[src/rtl/n_bit_factorial_seq_if.sv]
// Start/done handshake bundle for the sequential factorial engine.
// The requester drives Start/Number; the engine returns status and result.
interface n_bit_factorial_seq_if #(
  parameter int N = 4,
  parameter int W = 10 * N
);
  logic         Start;
  logic [N-1:0] Number;
  logic         Busy;
  logic         Done;
  logic [W-1:0] Factorial;
  logic         Overflow;

  modport master (
    output Start,
    output Number,
    input  Busy,
    input  Done,
    input  Factorial,
    input  Overflow
  );

  modport slave (
    input  Start,
    input  Number,
    output Busy,
    output Done,
    output Factorial,
    output Overflow
  );
endinterface

[src/rtl/n_bit_factorial_seq.sv]
// Multi-cycle factorial engine: one shared W x N multiply per cycle, counting
// the operand down to 1, with a sticky overflow flag for truncated results.
module n_bit_factorial_seq #(
  parameter int N = 4,
  parameter int W = 10 * N
) (
  input  logic                 clk,
  input  logic                 rst_n,
  n_bit_factorial_seq_if.slave fac
);

  typedef enum logic [1:0] {
    IDLE,
    MULT,
    DONE
  } state_t;

  localparam logic [N-1:0] CNT_ONE = N'(1);
  localparam logic [W-1:0] ACC_ONE = W'(1);

  state_t         state_q, state_d;
  logic [N-1:0]   cnt_q, cnt_d;
  logic [W-1:0]   acc_q, acc_d;
  logic           ovf_q, ovf_d;
  logic [W-1:0]   fact_q, fact_d;
  logic           oflow_q, oflow_d;
  logic [W+N-1:0] prod;

  always_comb begin
    prod    = {{N{1'b0}}, acc_q} * {{W{1'b0}}, cnt_q};
    state_d = state_q;
    cnt_d   = cnt_q;
    acc_d   = acc_q;
    ovf_d   = ovf_q;
    fact_d  = fact_q;
    oflow_d = oflow_q;
    unique case (state_q)
      IDLE: begin
        if (fac.Start) begin
          cnt_d   = fac.Number;
          acc_d   = ACC_ONE;
          ovf_d   = 1'b0;
          state_d = MULT;
        end
      end
      MULT: begin
        if (cnt_q > CNT_ONE) begin
          acc_d = prod[W-1:0];
          // Any bit spilling above W means the true result no longer fits.
          ovf_d = ovf_q | (|prod[W+N-1:W]);
          cnt_d = cnt_q - CNT_ONE;
        end else begin
          fact_d  = acc_q;
          oflow_d = ovf_q;
          state_d = DONE;
        end
      end
      DONE:    state_d = IDLE;
      default: state_d = IDLE;
    endcase
  end

  always_ff @(posedge clk or negedge rst_n) begin
    if (!rst_n) begin
      state_q <= IDLE;
      cnt_q   <= '0;
      acc_q   <= '0;
      ovf_q   <= 1'b0;
      fact_q  <= '0;
      oflow_q <= 1'b0;
    end else begin
      state_q <= state_d;
      cnt_q   <= cnt_d;
      acc_q   <= acc_d;
      ovf_q   <= ovf_d;
      fact_q  <= fact_d;
      oflow_q <= oflow_d;
    end
  end

  assign fac.Busy      = (state_q != IDLE);
  assign fac.Done      = (state_q == DONE);
  assign fac.Factorial = fact_q;
  assign fac.Overflow  = oflow_q;

endmodule
[src/flat_wrapper.sv]
// flat-port wrapper written by rule: the top's interface ports become plain ports
module n_bit_factorial_seq_flat 
#(
  parameter int N = 4,
  parameter int W = 10 * N
)
  (clk, rst_n, fac_Start, fac_Number, fac_Busy, fac_Done, fac_Factorial, fac_Overflow);
  n_bit_factorial_seq_if #(.N(N), .W(W)) fac_i ();
  input  logic clk;
  input  logic rst_n;
  input wire logic [$bits(fac_i.Start)-1:0] fac_Start;
  input wire logic [$bits(fac_i.Number)-1:0] fac_Number;
  output wire logic [$bits(fac_i.Busy)-1:0] fac_Busy;
  output wire logic [$bits(fac_i.Done)-1:0] fac_Done;
  output wire logic [$bits(fac_i.Factorial)-1:0] fac_Factorial;
  output wire logic [$bits(fac_i.Overflow)-1:0] fac_Overflow;
  assign fac_i.Start = fac_Start;
  assign fac_i.Number = fac_Number;
  assign fac_Busy = fac_i.Busy;
  assign fac_Done = fac_i.Done;
  assign fac_Factorial = fac_i.Factorial;
  assign fac_Overflow = fac_i.Overflow;
  n_bit_factorial_seq #(.N(N), .W(W)) u_core (.clk(clk), .rst_n(rst_n), .fac(fac_i));
endmodule
[config.mk]
export PLATFORM = sky130hd
export DESIGN_NAME = n_bit_factorial_seq_flat
export DESIGN_NICKNAME = d
export VERILOG_FILES = /design/src/rtl/n_bit_factorial_seq_if.sv /design/src/rtl/n_bit_factorial_seq.sv /design/src/flat_wrapper.sv
export SDC_FILE = /design/constraint.sdc
export NUM_CORES = 1
export LEC_CHECK = 0
export CELL_PAD_IN_SITES_DETAIL_PLACEMENT = 1
export CELL_PAD_IN_SITES_GLOBAL_PLACEMENT = 1
export CORE_ASPECT_RATIO = 1.1
export CORE_MARGIN = 5
export CORE_UTILIZATION = 50
export DETAILED_ROUTE_END_ITERATION = 12
export MAX_ROUTING_LAYER = met4
export PLACE_DENSITY = 0.92
export SYNTH_ARGS = -nofsm -noshare
export SYNTH_HDL_FRONTEND = slang
export SYNTH_SLANG_ARGS = --single-unit
[constraint.sdc]
create_clock -name clk -period 8 [get_ports clk]
set_clock_uncertainty 0.1 [all_clocks]
set_input_delay 1.2 -clock clk [delete_from_list [all_inputs] [get_ports clk]]
set_output_delay 1.2 -clock clk [all_outputs]
set_load 0.02 [all_outputs]
==> results.toml, run 1 <==
[outcome]
status = "finished clean"

[setup_path]
worst-path-buf-inv = 2
critPathLaunchType = "register"
max_stage_delay_ps = 810
crit_family = "compound AO/OA/AOI/OAI gates"
crit_chain = "buf_4, nand2_1, fa_1, fa_1, inv_1, ha_1, a211o_1, a211oi_2, o21ai_2, a2111o_1, a21oi_4, a211oi_2, o21a_1, o211a_1, a311o_1"
cp_slowest_cell = "dfrtp_1"
crit_path_end_kind = "register"
r2r_setup_slack_ps = 2680
cp.required_ps = 8150
crit_fanout = 28
crit_type = "reg -> reg"
cp_data_arrival_time_ps = 5470

[sta]
rsz0062_at_grt = "false"
fin_ws_ps = 2679
fin_crit_sh_pct = 66.51
hold_viol = 0
fin_setup_tns_ps = 0
finalSetupViolCount = 0
drv_slew = 0
tightest_slew_ps = 1121
fmax_mhz = 187.9
slew_headroom_pct = 25.00
finalCriticalPeriod_ps = 5321

[die]
die_x_um = 135.1
start_util_pct = 50.80
ios = 50
dieArea_um2 = 19950
dieHeight_um = 147.6
core_area_um2 = 16950
rows = 50

[synth]
ys_top_cells_by_area = "dfrtp_1, fa_1, nand2_1, and2_1, ha_1"
yosys.area.top_type_share_pct = 25.57
synth_ff_type = "dfrtp_1"
synth-seq-area-share_pct = 25.57
synth-async-reset-ratio_pct = 100.0
synth_edf_count = 0
synth_largest_area_cell = "dfrtp_1"
syn_nets = 1195
syn-mean-instance-area_um2 = 8.109
ys_warn_count = 0
netlist_instances = 1062
synth_cell_types = 53
synth_seq_cells = 88
syn_area_um2 = 8612

[power]
p_int_w = 0.001456
p_leak_nw = 4.944
p_sw_share_pct = 51.78
clkPwrFrac_pct = 15.1
comb_power_share_pct = 60.2
vdd_ir_drop_max_mv = 0.2373
power.switching_w = 0.001564
p_per_area_nw_per_um2 = 315.0
p_seq_share_pct = 24.7

[route]
drt-initial-drc-count = 431
wl_per_cell_um = 19.95
dr.pass1.iters = 5
drc = 0
vias = 7590
routed_wl_um = 26420
ant_nets = 0
viasPerCell = 5.733

[clock_tree]
cts_resized = 0
cts_sinks = 88
cts_tree = "yes"
worstSkewPairLatency_ps = 370
post_cts_buffers = 0
cts_inserted_buffers = 9
cts.htree.levels = 3
cts.clk_slew.worst_paths_ps = 70
cts-hold-fix-buffers = 0
root_buffer = "clkbuf_16"
clock_path_buffers = 2

[cells_and_area]
finalNetCount = 1218
n_fill_cell = 2047
diodes = 0
drive_gt1_share_pct = 3.211
final_util_pct = 56.56
syn_to_final_growth_pct = 11.35

[placement]
dp_slack_ps = 2769
place.gp.congestion = 0.9119
hpwl_um = 18490
port_buffers = 49

[grt]
antenna_found_initial = 0
grt_max_degree = 53
grt_pass1_wl_um = 44530
track_usage_pct = 28.83
grt_pass1_vias = 8529
grt_overflow_total = 0

[flow_run]
drv_cap = 0

[min_path]
hold_class = "reg -> reg"
-- cell usage after synthesis (3+ instances only) --
cell      instances
or3_1             3
inv_1           160
nand4_1           6
a211o_1           4
xnor2_1          13
a21o_1           26
o211ai_1          7
and3_1            4
dfrtp_1          88
ha_1             50
nand2_1         204
fa_1             76
a21oi_1          48
o21a_1            5
a22oi_1           3
nor2b_1           4
a31oi_1           4
o21bai_1         10
clkbuf_1         45
o21ai_0          54
nor3_1            5
xor2_1           19
nand3_1          35
nor2_1           29
and2_1          118
o31ai_1           3
nand2b_1          5
-- worst min-delay path, cell delays in order (launching register included) --
cell,delay [ps]
dfrtp_1,340
nand2_1,50
nand2_1,50
-- area by class of cell --
class / instances / area, µm² / share of cell area, %
sequential: 88 / 2202 / 22.96
inverter: 161 / 604.3 / 6.302
clock inverter: 5 / 56.30 / 0.5872
clock buffer: 11 / 242.7 / 2.531
timing repair buffer: 58 / 555.5 / 5.793
tap: 234 / 292.8 / 3.053
multi-input combinational: 767 / 5635 / 58.77
-- per-layer routing --
layer / share of wire [%] / track usage, % / wire length (µm) / up-vias
li1: - / - / - / 3414
met1: 40 / 33.41 / 10620 / 3871
met2: 52 / 49.90 / 13680 / 218
met3: 4.0 / 3.710 / 1066 / 87
met4: 4.0 / 12.85 / 1050 / 0
met5: 0 / - / 0 / -
-- power by group through the flow --
stage          logic, W  registers (W)  clock network [W]
2_1_floorplan   0.00113       0.000758                  0
3_3_place_gp    0.00167       0.000736                  0
3_5_place_dp    0.00177       0.000745                  0
4_1_cts         0.00182       0.000742           0.000459
5_1_grt         0.00201       0.000767           0.000479
6_report        0.00182       0.000747           0.000455
-- final timing paths --
kind / startpoint / endpoint / cells after the start
hold reg to reg: u_core.fac.Factorial[5]$_DFFE_PN0P_ / u_core.fac.Factorial[5]$_DFFE_PN0P_ / 2
setup / recovery: u_core.cnt_q[3]$_DFFE_PN0P_ / u_core.acc_q[37]$_DFFE_PN0P_ / 15
min in group asynchronous: rst_n / u_core.fac.Factorial[4]$_DFFE_PN0P_ / 1
max in group asynchronous: rst_n / u_core.fac.Factorial[22]$_DFFE_PN0P_ / 2
setup reg to reg: u_core.cnt_q[3]$_DFFE_PN0P_ / u_core.acc_q[37]$_DFFE_PN0P_ / 15
hold / removal: u_core.fac.Factorial[5]$_DFFE_PN0P_ / u_core.fac.Factorial[5]$_DFFE_PN0P_ / 2
-- flip-flops by register name, summed over array words and instances (netlist names) --
register / count
u_core.acc_q: 40
u_core.fac.Factorial: 40
u_core.cnt_q: 4
u_core.state_q: 2
u_core.fac.Overflow: 1
u_core.ovf_q: 1
-- kinds of logic after synthesis --
logic type      after synthesis  synth area share, %
xor+xnor                     32                3.254
compound gates              188                13.90
fa+ha+maj                   126                24.93
buf+inv                     207                9.022
flops                        88                25.57
simple gates                421                23.32
-- cell usage in the layout, fill, tap and decap left out, types with 3 or more instances in the layout --
cell,netlist,final
a211o_1,4,4
a21o_1,26,26
a21oi_1,48,48
a22oi_1,3,3
a31oi_1,4,4
and2_1,118,118
and3_1,4,4
buf_4,0,10
clkbuf_16,0,9
clkdlybuf4s50_1,0,48
dfrtp_1,88,88
fa_1,76,76
ha_1,50,50
inv_1,160,160
nand2_1,204,203
nand2b_1,5,5
nand3_1,35,35
nand4_1,6,6
nor2_1,29,29
nor2b_1,4,4
nor3_1,5,5
o211ai_1,7,7
o21a_1,5,5
o21ai_0,54,54
o21bai_1,10,10
o31ai_1,3,3
or3_1,3,3
xnor2_1,13,13
xor2_1,19,19
-- stage by stage --
step / power, W / instance area [µm²] / cells / hold slack (ps)
floorplan: 0.001888 / 8612 / 1062 / 356.3
global placement: 0.002401 / 9290 / 1308 / 356.7
detailed placement: 0.002517 / 9290 / 1308 / 361.5
CTS: 0.003017 / 9589 / 1324 / 379.2
global route: 0.003252 / 9589 / 1324 / 398.2
finish: 0.003020 / 9589 / 1324 / 372.1
Power figures use the tool's default switching activity.
==> inputs of run 2 (changes only) <==
--- a/config.mk
+++ b/config.mk
@@ -9,10 +9,10 @@
 export CELL_PAD_IN_SITES_GLOBAL_PLACEMENT = 1
 export CORE_ASPECT_RATIO = 1.1
 export CORE_MARGIN = 5
-export CORE_UTILIZATION = 50
+export CORE_UTILIZATION = 42
 export DETAILED_ROUTE_END_ITERATION = 12
 export MAX_ROUTING_LAYER = met4
-export PLACE_DENSITY = 0.92
+export PLACE_DENSITY = 0.83
 export SYNTH_ARGS = -nofsm -noshare
 export SYNTH_HDL_FRONTEND = slang
 export SYNTH_SLANG_ARGS = --single-unit
==> constraint.sdc (replaced) <==
create_clock -name clk -period 4.4 [get_ports clk]
set_clock_uncertainty 0.1 [all_clocks]
set_input_delay 0.66 -clock clk [delete_from_list [all_inputs] [get_ports clk]]
set_output_delay 0.66 -clock clk [all_outputs]
set_load 0.02 [all_outputs]
==> run 2 against run 1 <==
Cell area grew 6.0%. Power grew 91%. Cell count grew 5.0%. Die area grew 18%. Maximum frequency grew 22%. Critical path type unchanged.
==> results.toml, run 2 (synthesis results as in run 1) <==
[outcome]
status = "finished clean"

[placement]
placedCellCount = 1369
place.gp.congestion = 0.9136
port_buffers = 49
place_area_um2 = 9610
dp_slack_ps = -28.70
hpwl_um = 18600

[sta]
hold_viol = 0
finalSetupViolCount = 0
fmax_mhz = 228.6
tightest_slew_ps = 933.1
rsz0062_at_grt = "true"
fin_ws_ps = 25.66
fin_crit_sh_pct = 99.42
slew_headroom_pct = 37.80
drv_slew = 0
finalCriticalPeriod_ps = 4374

[grt]
grt_max_degree = 69
track_usage_pct = 22.63
antenna_found_initial = 0
grt_pass1_wl_um = 42080
grt_pass1_vias = 8193
grt_overflow_total = 0

[setup_path]
cp-startpoint = "u_core.cnt_q[3]$_DFFE_PN0P_"
worst-path-buf-inv = 4
cp.required_ps = 4530
crit_fanout = 7
crit_family = "compound AO/OA/AOI/OAI gates"
critPathLaunchType = "register"
cp_data_arrival_time_ps = 4500
crit_path_end_kind = "register"
max_stage_delay_ps = 540
cp_slowest_cell = "fa_1"
crit_chain = "clkbuf_4, and2_1, fa_1, inv_1, fa_1, inv_1, ha_4, a21oi_2, o211ai_1, a21o_1, a2111o_1, a21oi_4, buf_4, a21oi_1, or3_1, a21oi_1, a41oi_1"
rr_startpoint = "u_core.cnt_q[3]$_DFFE_PN0P_"
crit_type = "reg -> reg"

[cells_and_area]
drive_gt1_share_pct = 10.14
finalNetCount = 1262
mostFrequentLayoutCell = "nand2_1"
multiInputGateArea_um2 = 5863
final_cells = 1390
ff_latch_area_um2 = 2203
syn_to_final_growth_pct = 18.03
n_fill_cell = 2455
finish.instance_area_um2 = 10160
diodes = 0
final_cell_mix = "nand2_1, inv_1, and2_1"

[min_path]
hold_class = "in -> async"

[die]
dieArea_um2 = 23470
die_x_um = 146.5
core_area_um2 = 20370
ios = 50
dieHeight_um = 160.2
rows = 55
start_util_pct = 42.28

[clock_tree]
clock_path_buffers = 2
worstSkewPairLatency_ps = 360
cts.htree.levels = 3
cts_sinks = 88
cts_inserted_buffers = 9
root_buffer = "clkbuf_16"
cts_tree = "yes"
cts.clk_slew.worst_paths_ps = 70

[power]
p_per_area_nw_per_um2 = 567.8
report.power.total_w = 0.005771
vdd_ir_drop_max_mv = 0.2327
p_leak_nw = 5.133

[route]
drt-initial-drc-count = 422
ant_nets = 0
drc = 0
vias = 7511
viasPerCell = 5.404
dr.pass1.iters = 5
routed_wl_um = 25780
wl_per_cell_um = 18.54

[flow_run]
drv_cap = 0
-- run 2: final cells by class --
cell class / count / share of cell area, %
Tap cell: 256 / 3.151
Clock inverter: 4 / 0.2954
Inverter: 161 / 5.945
Sequential cell: 88 / 21.68
Multi-Input combinational cell: 767 / 57.68
Timing Repair Buffer: 102 / 8.826
Clock buffer: 12 / 2.425
-- run 2: repair_timing --
item / 4_1_cts / 5_1_grt
hold endpoints to repair: 0 / 0
hold buffers: 0 / 0
endpoints found under the setup margin: 4 / 14
gates cloned: 0 / 1
pin swaps: 6 / 10
gates resized for setup: 7 / 44
buffers inserted: 3 / 1
-- run 2: power breakdown --
group	internal (W)	switching [W]	total, W
clock network	0.000401	0.000356	0.000756
logic	0.00141	0.00227	0.00369
registers	0.00106	0.000265	0.00133
total	0.00288	0.00289	0.00577
-- run 2: layer usage --
| layer | GRT usage [%] | vias to the layer above | wire length (µm) |
|---|---|---|---|
| met4 | 6.373 | 0 | 646 |
| li1 | - | 3495 | - |
| met1 | 26.70 | 3845 | 10710 |
| met5 | - | - | 0 |
| met3 | 2.185 | 45 | 574 |
| met2 | 41.06 | 126 | 13840 |
-- run 2: final timing paths --
kind,slack (ps),cells after the start,endpoint
min in group clk,370,2,u_core.fac.Factorial[12]$_DFFE_PN0P_
max in group asynchronous,2940,2,u_core.cnt_q[3]$_DFFE_PN0P_
setup reg to reg,30,17,u_core.ovf_q$_DFFE_PN0P_
hold reg to reg,370,2,u_core.fac.Factorial[12]$_DFFE_PN0P_
hold / removal,340,1,u_core.fac.Factorial[14]$_DFFE_PN0P_
setup / recovery,30,17,u_core.ovf_q$_DFFE_PN0P_
-- run 2: metrics by stage --
step	hold WS [ps]	TNS, ps	utilization, %
2_1_floorplan	264.4	0	-
3_3_place_gp	356.9	0	47.18
3_5_place_dp	362.1	-31.89	47.18
4_1_cts	377.9	0	48.81
5_1_grt	406.9	-636.9	49.90
6_report	343.0	0	49.90
